## config.mk

```make
export PLATFORM = sky130hd
export DESIGN_NAME = bram_fill_drain_ctrl
export DESIGN_NICKNAME = d
export VERILOG_FILES = /design/src/rtl/bram_fill_drain_ctrl.sv
export SDC_FILE = /design/constraint.sdc
export NUM_CORES = 1
export LEC_CHECK = 0
export CORE_AREA = 2 2 58 60
export DETAILED_ROUTE_END_ITERATION = 10
export DIE_AREA = 0 0 60 62
export PLACE_DENSITY = 0.71
export SYNTH_ARGS = -nofsm -noshare
export SYNTH_HDL_FRONTEND = slang
export SYNTH_SLANG_ARGS = --single-unit
```

## constraint.sdc

```tcl
create_clock -name CLK -period 3.1 [get_ports CLK]
set_clock_uncertainty 0.05 [all_clocks]
set_input_delay 0.465 -clock CLK [delete_from_list [all_inputs] [get_ports CLK]]
set_output_delay 0.465 -clock CLK [all_outputs]
set_load 0.01 [all_outputs]
```

## src/rtl/bram_fill_drain_ctrl.sv

```systemverilog
// Fill/drain sequencer for the shared BRAM/steer datapath: byte-wide fill on port A, then word drain on port B.
// Optional busy-cycle counter output when BRAM_SEQ_PERF_EN is defined.
module bram_fill_drain_ctrl #(
  parameter int unsigned FILL_DEPTH = 2048,
  parameter int unsigned READ_DEPTH = 512,
  parameter int unsigned SELECT     = 2
) (
  input  logic              CLK,
  input  logic              rst,
  input  logic              start,
  input  logic              stall,
  output logic              complete,
  output logic              e_mem_addr_en,
  output logic              w_bram_addr_en,
  output logic              r_bram_addr_en,
  output logic              W_A,
  output logic              EN_A,
  output logic              EN_B,
  output logic              SM_EN,
  output logic [SELECT-1:0] Sel
`ifdef BRAM_SEQ_PERF_EN
  ,
  output logic [31:0]       busy_cycles
`endif
);

  localparam int unsigned FILL_W = $clog2(FILL_DEPTH);
  localparam int unsigned RD_W   = $clog2(READ_DEPTH);
  localparam int unsigned LANES  = 1 << SELECT;

  localparam logic [FILL_W-1:0] FILL_LAST = FILL_W'(FILL_DEPTH - 1);
  localparam logic [RD_W-1:0]   RD_LAST   = RD_W'(READ_DEPTH - 1);
  localparam logic [SELECT-1:0] SEL_LAST  = SELECT'(LANES - 1);

  typedef enum logic [2:0] {
    S_IDLE,
    S_FILL,
    S_TURN,
    S_PRIME,
    S_DRAIN,
    S_DONE
  } state_e;

  state_e             state_q, state_d;
  logic [FILL_W-1:0]  fill_cnt_q, fill_cnt_d;
  logic [RD_W-1:0]    rd_cnt_q, rd_cnt_d;
  logic [SELECT-1:0]  sel_q, sel_d;

  // State and counter registers
  always_ff @(posedge CLK or negedge rst) begin
    if (!rst) begin
      state_q    <= S_IDLE;
      fill_cnt_q <= '0;
      rd_cnt_q   <= '0;
      sel_q      <= '0;
    end else begin
      state_q    <= state_d;
      fill_cnt_q <= fill_cnt_d;
      rd_cnt_q   <= rd_cnt_d;
      sel_q      <= sel_d;
    end
  end

  assign Sel = sel_q;

  // Next-state and enable decode; enables are gated by stall in the same cycle
  always_comb begin
    state_d        = state_q;
    fill_cnt_d     = fill_cnt_q;
    rd_cnt_d       = rd_cnt_q;
    sel_d          = sel_q;
    complete       = 1'b0;
    e_mem_addr_en  = 1'b0;
    w_bram_addr_en = 1'b0;
    r_bram_addr_en = 1'b0;
    W_A            = 1'b0;
    EN_A           = 1'b0;
    EN_B           = 1'b0;
    SM_EN          = 1'b0;

    unique case (state_q)
      S_IDLE: begin
        if (start) begin
          state_d    = S_FILL;
          fill_cnt_d = '0;
        end
      end

      S_FILL: begin
        e_mem_addr_en  = !stall;
        w_bram_addr_en = !stall;
        W_A            = !stall;
        EN_A           = !stall;
        if (!stall) begin
          if (fill_cnt_q == FILL_LAST) begin
            state_d    = S_TURN;
            fill_cnt_d = '0;
          end else begin
            fill_cnt_d = fill_cnt_q + FILL_W'(1);
          end
        end
      end

      // Dead cycle between the last port-A write and the first port-B read
      S_TURN: begin
        state_d = S_PRIME;
      end

      S_PRIME: begin
        EN_B = !stall;
        if (!stall) begin
          state_d  = S_DRAIN;
          sel_d    = '0;
          rd_cnt_d = '0;
        end
      end

      S_DRAIN: begin
        EN_B  = !stall;
        SM_EN = !stall;
        if (!stall) begin
          if (sel_q == SEL_LAST) begin
            sel_d          = '0;
            r_bram_addr_en = (rd_cnt_q != RD_LAST);
            if (rd_cnt_q == RD_LAST) begin
              state_d  = S_DONE;
              rd_cnt_d = '0;
            end else begin
              rd_cnt_d = rd_cnt_q + RD_W'(1);
            end
          end else begin
            sel_d = sel_q + SELECT'(1);
          end
        end
      end

      S_DONE: begin
        complete = 1'b1;
        sel_d    = '0;
        state_d  = S_IDLE;
      end

      default: begin
        state_d = S_IDLE;
      end
    endcase
  end

`ifdef BRAM_SEQ_PERF_EN
  logic [31:0] busy_q;

  // Cycles spent outside IDLE in the most recent run, saturating
  always_ff @(posedge CLK or negedge rst) begin
    if (!rst) begin
      busy_q <= '0;
    end else if (state_q == S_IDLE) begin
      if (state_d == S_FILL) begin
        busy_q <= '0;
      end
    end else if (busy_q != 32'hFFFF_FFFF) begin
      busy_q <= busy_q + 32'd1;
    end
  end

  assign busy_cycles = busy_q;
`endif

endmodule
```

Word level (Yosys, flattened, before mapping)
Cells that the tools add are included.
- register bits: 25
- input port bits: 4
- $add $sub $neg: 3
- muxes and demuxes: 28
- reductions and logical operators: 10
- equality and inequality tests: 16
- operators by type and width (cell ; number):
    $mux W9 ; 4
    $mux W11 ; 3
    $pmux W11 S2 ; 1
    $mux W3 ; 7
    $pmux W9 S2 ; 1
    $pmux W3 S5 ; 1
    $ne A2 B2 Y1 const B ; 7
    $add A11 B1 Y11 const B ; 1
    $eq A11 B11 Y1 const B ; 1
    $add A9 B1 Y9 const B ; 1
    $eq A9 B9 Y1 const B ; 1
    $ne A9 B9 Y1 const B ; 1
    $mux W1 ; 7
    $reduce_and A7 Y1 ; 1
    $eq A3 B2 Y1 const B ; 2
    $eq A3 B3 Y1 const B ; 2
    $mux W2 ; 3
    $pmux W2 S3 ; 1
    $reduce_and A3 Y1 ; 2
    $reduce_and A4 Y1 ; 1
    $reduce_bool A2 Y1 ; 2
    $eq A3 B1 Y1 const B ; 1
    $logic_not A3 Y1 ; 1
    $reduce_bool A3 Y1 ; 1
    other kinds (4) ; 4

Logic depth before layout (Yosys ltp)
- depth after elaboration: 5
- mapped depth: 10

Worst setup path before layout
No wires, ideal clock.
- kind: register to output
- from: register rd_cnt_q[0]
- to: output port r_bram_addr_en
- arrival time: 2.139 ns
- slack: 0.446 ns
- stages on the path, launching flop included: 9
- required time: 2.585 ns
- path through: dfrtp_1 > ha_1 > and3_1 > and3_1 > and3_1 > ha_1 > or4b_4 > nor2b_1 > buf_2
- word-level cells in the longest chain between the ends: 4
- ends and longest elaborated chain (item ; line ; RTL):
    start, declared ; 46 ; logic [RD_W-1:0] rd_cnt_q, rd_cnt_d;
    start signal, assigned ; 59 ; rd_cnt_q <= rd_cnt_d;
    $ne A9 B9 Y1 ; 124 ; r_bram_addr_en = (rd_cnt_q != RD_LAST);
    $mux W1 ; 122 ; if (sel_q == SEL_LAST) begin
    $mux W1 ; 121 ; if (!stall) begin
    $mux W1 ; 81 ; unique case (state_q)
    end, declared ; 15 ; output logic r_bram_addr_en,
Every way passes these cells.

Final worst setup path
Same ends and word-level chain as after synthesis.

==> summary.md <==
| Metric | Value |
|---|---|
| Syn avg cell area | `9.19 um2` |
| Sink Count | `25` |
| Crit path cell chain | `ha_2, and3_1, and3_1, and3_1, ha_1, or4b_4, nor2b_4, buf_2` |
| WP buf/inv | `1` |
| Critical Path Most Common Cell | `and3_1` |
| Core ar. | `3180 um2` |
| Vias/cell | `5.79` |
| Switching power total | `417 uW` |
| Final ANT Viol Nets | `0` |
| Layout cell share with drive strength beyond 1 | `0.158` |
| Number of I/O port buffers | `13` |
| Nets | `192` |
| Power Density | `582 nW/um2` |
| Cell Int Power | `607 uW` |
| Initial antenna violation count | `0` |
| Starting Density | `0.474` |
| Sequential share of power | `0.412` |
| Clock Tree Buf Depth | `2` |
| Flop2flop setup slack | `0.62 ns` |
| Clk pwr share | `0.146` |
| H-Tree Depth | `1` |
| # fillers | `319` |
| FMAX | `0.337 GHz` |
| GP Congestion | `0.796` |
| Number of synthesis warnings | `0` |
| WP data required | `2.58 ns` |
| Switching part of the total | `0.407` |
| Largest net degree at the start of global routing | `26` |
| Gate Count Post-Synth | `164` |
| CP max stage delay | `0.51 ns` |
| Root buffer cell | `clkbuf_4` |
| RSZ-0062 raised after global routing | `false` |
| Hold Violations, Final | `0` |
| Worst rel slew slack | `0.557` |
| Worst R2R Path Depth | `10` |
| Design Power | `1020 uW` |
| First-pass GRT wire length | `5410 um` |
| Final-report setup violation count | `0` |
| Drt total wl | `3170 um` |
| Post-DP HPWL | `2370 um` |
| Min Clock Period, post-route | `2.96 ns` |
| CP startpoint kind | `flip-flop` |
| Die width | `60 um` |
| DRC Markers | `0` |
| Synth Cell Area | `1510 um2` |
| Sequential share of the synthesized area | `0.415` |
| Crit Reg-Reg Startpoint | `rd_cnt_q[0]` |
| Die Area | `3720 um2` |
| Setup Crit Path Kind | `flip-flop to output port` |
| Maxcap violations | `0` |
| Vias | `1,326` |
| Leakage power | `0.000727 uW` |
| Yosys cell types | `49` |
| TNS Setup | `0 ns` |
| Postcts setup bufs | `0` |
| Clock Latency Late Sink | `0.32 ns` |
| CTS Buf Count | `3` |
| Hold slack final | `0.438 ns` |
| Row count | `21` |
| Synth Net Count | `172` |
| RR Endpoint | `rd_cnt_q[5]` |
| Crit end category | `output port` |
| Combinational fraction of design power | `0.441` |
| #FFs+latches synth | `25` |
| Grt ovf | `0` |
| Fin util | `0.553` |
| Dpl cell area | `1730 um2` |
| Area growth syn-to-layout | `16.8%` |
| Outcome | `finished, final reports clean` |
| Slowest-stage cell, CP | `or4b_4` |
| Fin area | `1760 um2` |
| TritonCTS clock tree | `done` |
| Worst-margin pin slew | `0.664 ns` |
| I/O Pins | `14` |
| CP max FO | `3` |
| WL per Instance | `13.9 um` |
| Crit share post-route | `0.956` |
| Die height | `62 um` |
| Starting DRT DRC Count | `36` |
| Worst hold-check path type | `input port to asynchronous set/reset pin` |
| Vias in the first global route | `1,238` |
| Delay-heaviest family, CP | `simple AND/OR/NAND/NOR gates` |
| Final number of max-transition violations | `0` |
| TritonRoute pass-1 iters | `4` |
| Ant. Diodes | `0` |
| Worst IR Drop VDD | `0.314 mV` |
| WP data arrival | `2.45 ns` |
| CTS clk-pin slew, worst paths | `0.14 ns` |
| Total GRT Usage | `0.191` |
routing by layer:
layer / part of all wire / up-vias / global-route usage
met4: 0.014 / 0 / 0.0667
met1: 0.45 / 649 / 0.239
met3: 0.024 / 4 / 0.0269
met2: 0.51 / 17 / 0.339
met5: 0 / - / 0
li1: - / 656 / -
worst max-delay path by stage:
stage	from	end	slack, ns	cells after the start
2_1_floorplan	rd_cnt_q[0]	r_bram_addr_en	0.45	8
3_3_place_gp	rd_cnt_q[0]	r_bram_addr_en	0.08	8
3_5_place_dp	rd_cnt_q[0]	r_bram_addr_en	-0.001	8
4_1_cts	rd_cnt_q[0]	r_bram_addr_en	0.01	8
5_1_grt	rd_cnt_q[0]	r_bram_addr_en	0.01	8
6_report	rd_cnt_q[0]	r_bram_addr_en	0.14	8
layout by cell type, fill, tap and decap left out, drive strengths merged, types with 2 or more instances in the layout:
cell type / n
nand4: 6
clkdlybuf4s50: 12
nor3: 4
nor2: 16
nor2b: 3
ha: 4
a21oi: 10
and3: 4
inv: 5
a31oi: 4
nand2: 11
clkbuf: 3
xnor2: 2
buf: 12
o21ai: 18
dfrtp: 25
o21a: 2
o31ai: 5
a32o: 2
nand3: 7
or4: 6
nor3b: 2
through the flow:
stage               std cells  setup slack, ns
floorplan                 164            0.446
global placement          225           0.0783
detailed placement        225         -0.00118
CTS                       229           0.0122
global route              229           0.0121
finish                    229            0.136
sequential cells by signal, summed over array words and instances (netlist names):
register,cells
fill_cnt_q,11
state_q,3
Sel,2
rd_cnt_q,9
power by group through the flow:
stage / Sequential [uW] / Clock, uW / Combinational (uW)
2_1_floorplan: 422 / 0 / 319
3_3_place_gp: 428 / 0 / 440
3_5_place_dp: 429 / 0 / 453
4_1_cts: 422 / 156 / 457
5_1_grt: 429 / 167 / 509
6_report: 422 / 150 / 452
repair_timing:
| item | 4_1_cts | 5_1_grt |
|---|---|---|
| hold buffers | 0 | 0 |
| gates resized for setup | 6 | 1 |
| endpoints found under the setup margin | 1 | 1 |
synth_stat cells, drive strengths merged:
cell type,count,area (um2)
nor4,1,6.26
a211oi,1,7.51
nand3,7,35.0
a22o,1,8.76
a31o,1,8.76
nor3b,2,15.0
buf,6,38.8
nor2b,3,18.8
o32ai,1,8.76
ha,4,50.1
dfrtp,25,626
a2bb2oi,1,8.76
or3b,1,8.76
or4b,1,13.8
or2,1,6.26
clkbuf,3,11.3
nand2,11,41.3
a21oi,10,53.8
mux2i,1,10.0
nand4bb,1,11.3
or4,6,52.6
a31oi,4,40.0
a2111oi,1,15.0
nand4,6,43.8
o21a,2,15.0
o31ai,5,37.5
nor3,4,20.0
nor2,16,62.6
inv,5,18.8
and3,4,25.0
a21o,1,7.51
nand3b,1,7.51
xnor2,2,17.5
nand2b,1,6.26
a22oi,1,7.51
a32oi,1,8.76
o21ai,18,93.8
and2b,1,7.51
a32o,2,20.0
mux2,1,11.3
layout make-up:
type | count | area, um2 | area share
inverters | 5 | 18.8 | 0.0107
multi-input cells | 125 | 822 | 0.467
clock buffers | 3 | 22.5 | 0.0128
well taps | 46 | 57.6 | 0.0327
repair buffers | 24 | 208 | 0.118
clock inverters | 1 | 5.00 | 0.00284
flip-flops and latches | 25 | 626 | 0.356
cell families after synthesis:
family	share of synthesized area
buffers and inverters	0.0457
and+or+nand+nor	0.253
adders and majority gates	0.0332
DFF	0.415
xor gates and xnor gates	0.0116
AOI/OAI and AO/OA	0.227
muxes	0.0141
Power figures use the tool's default switching activity.
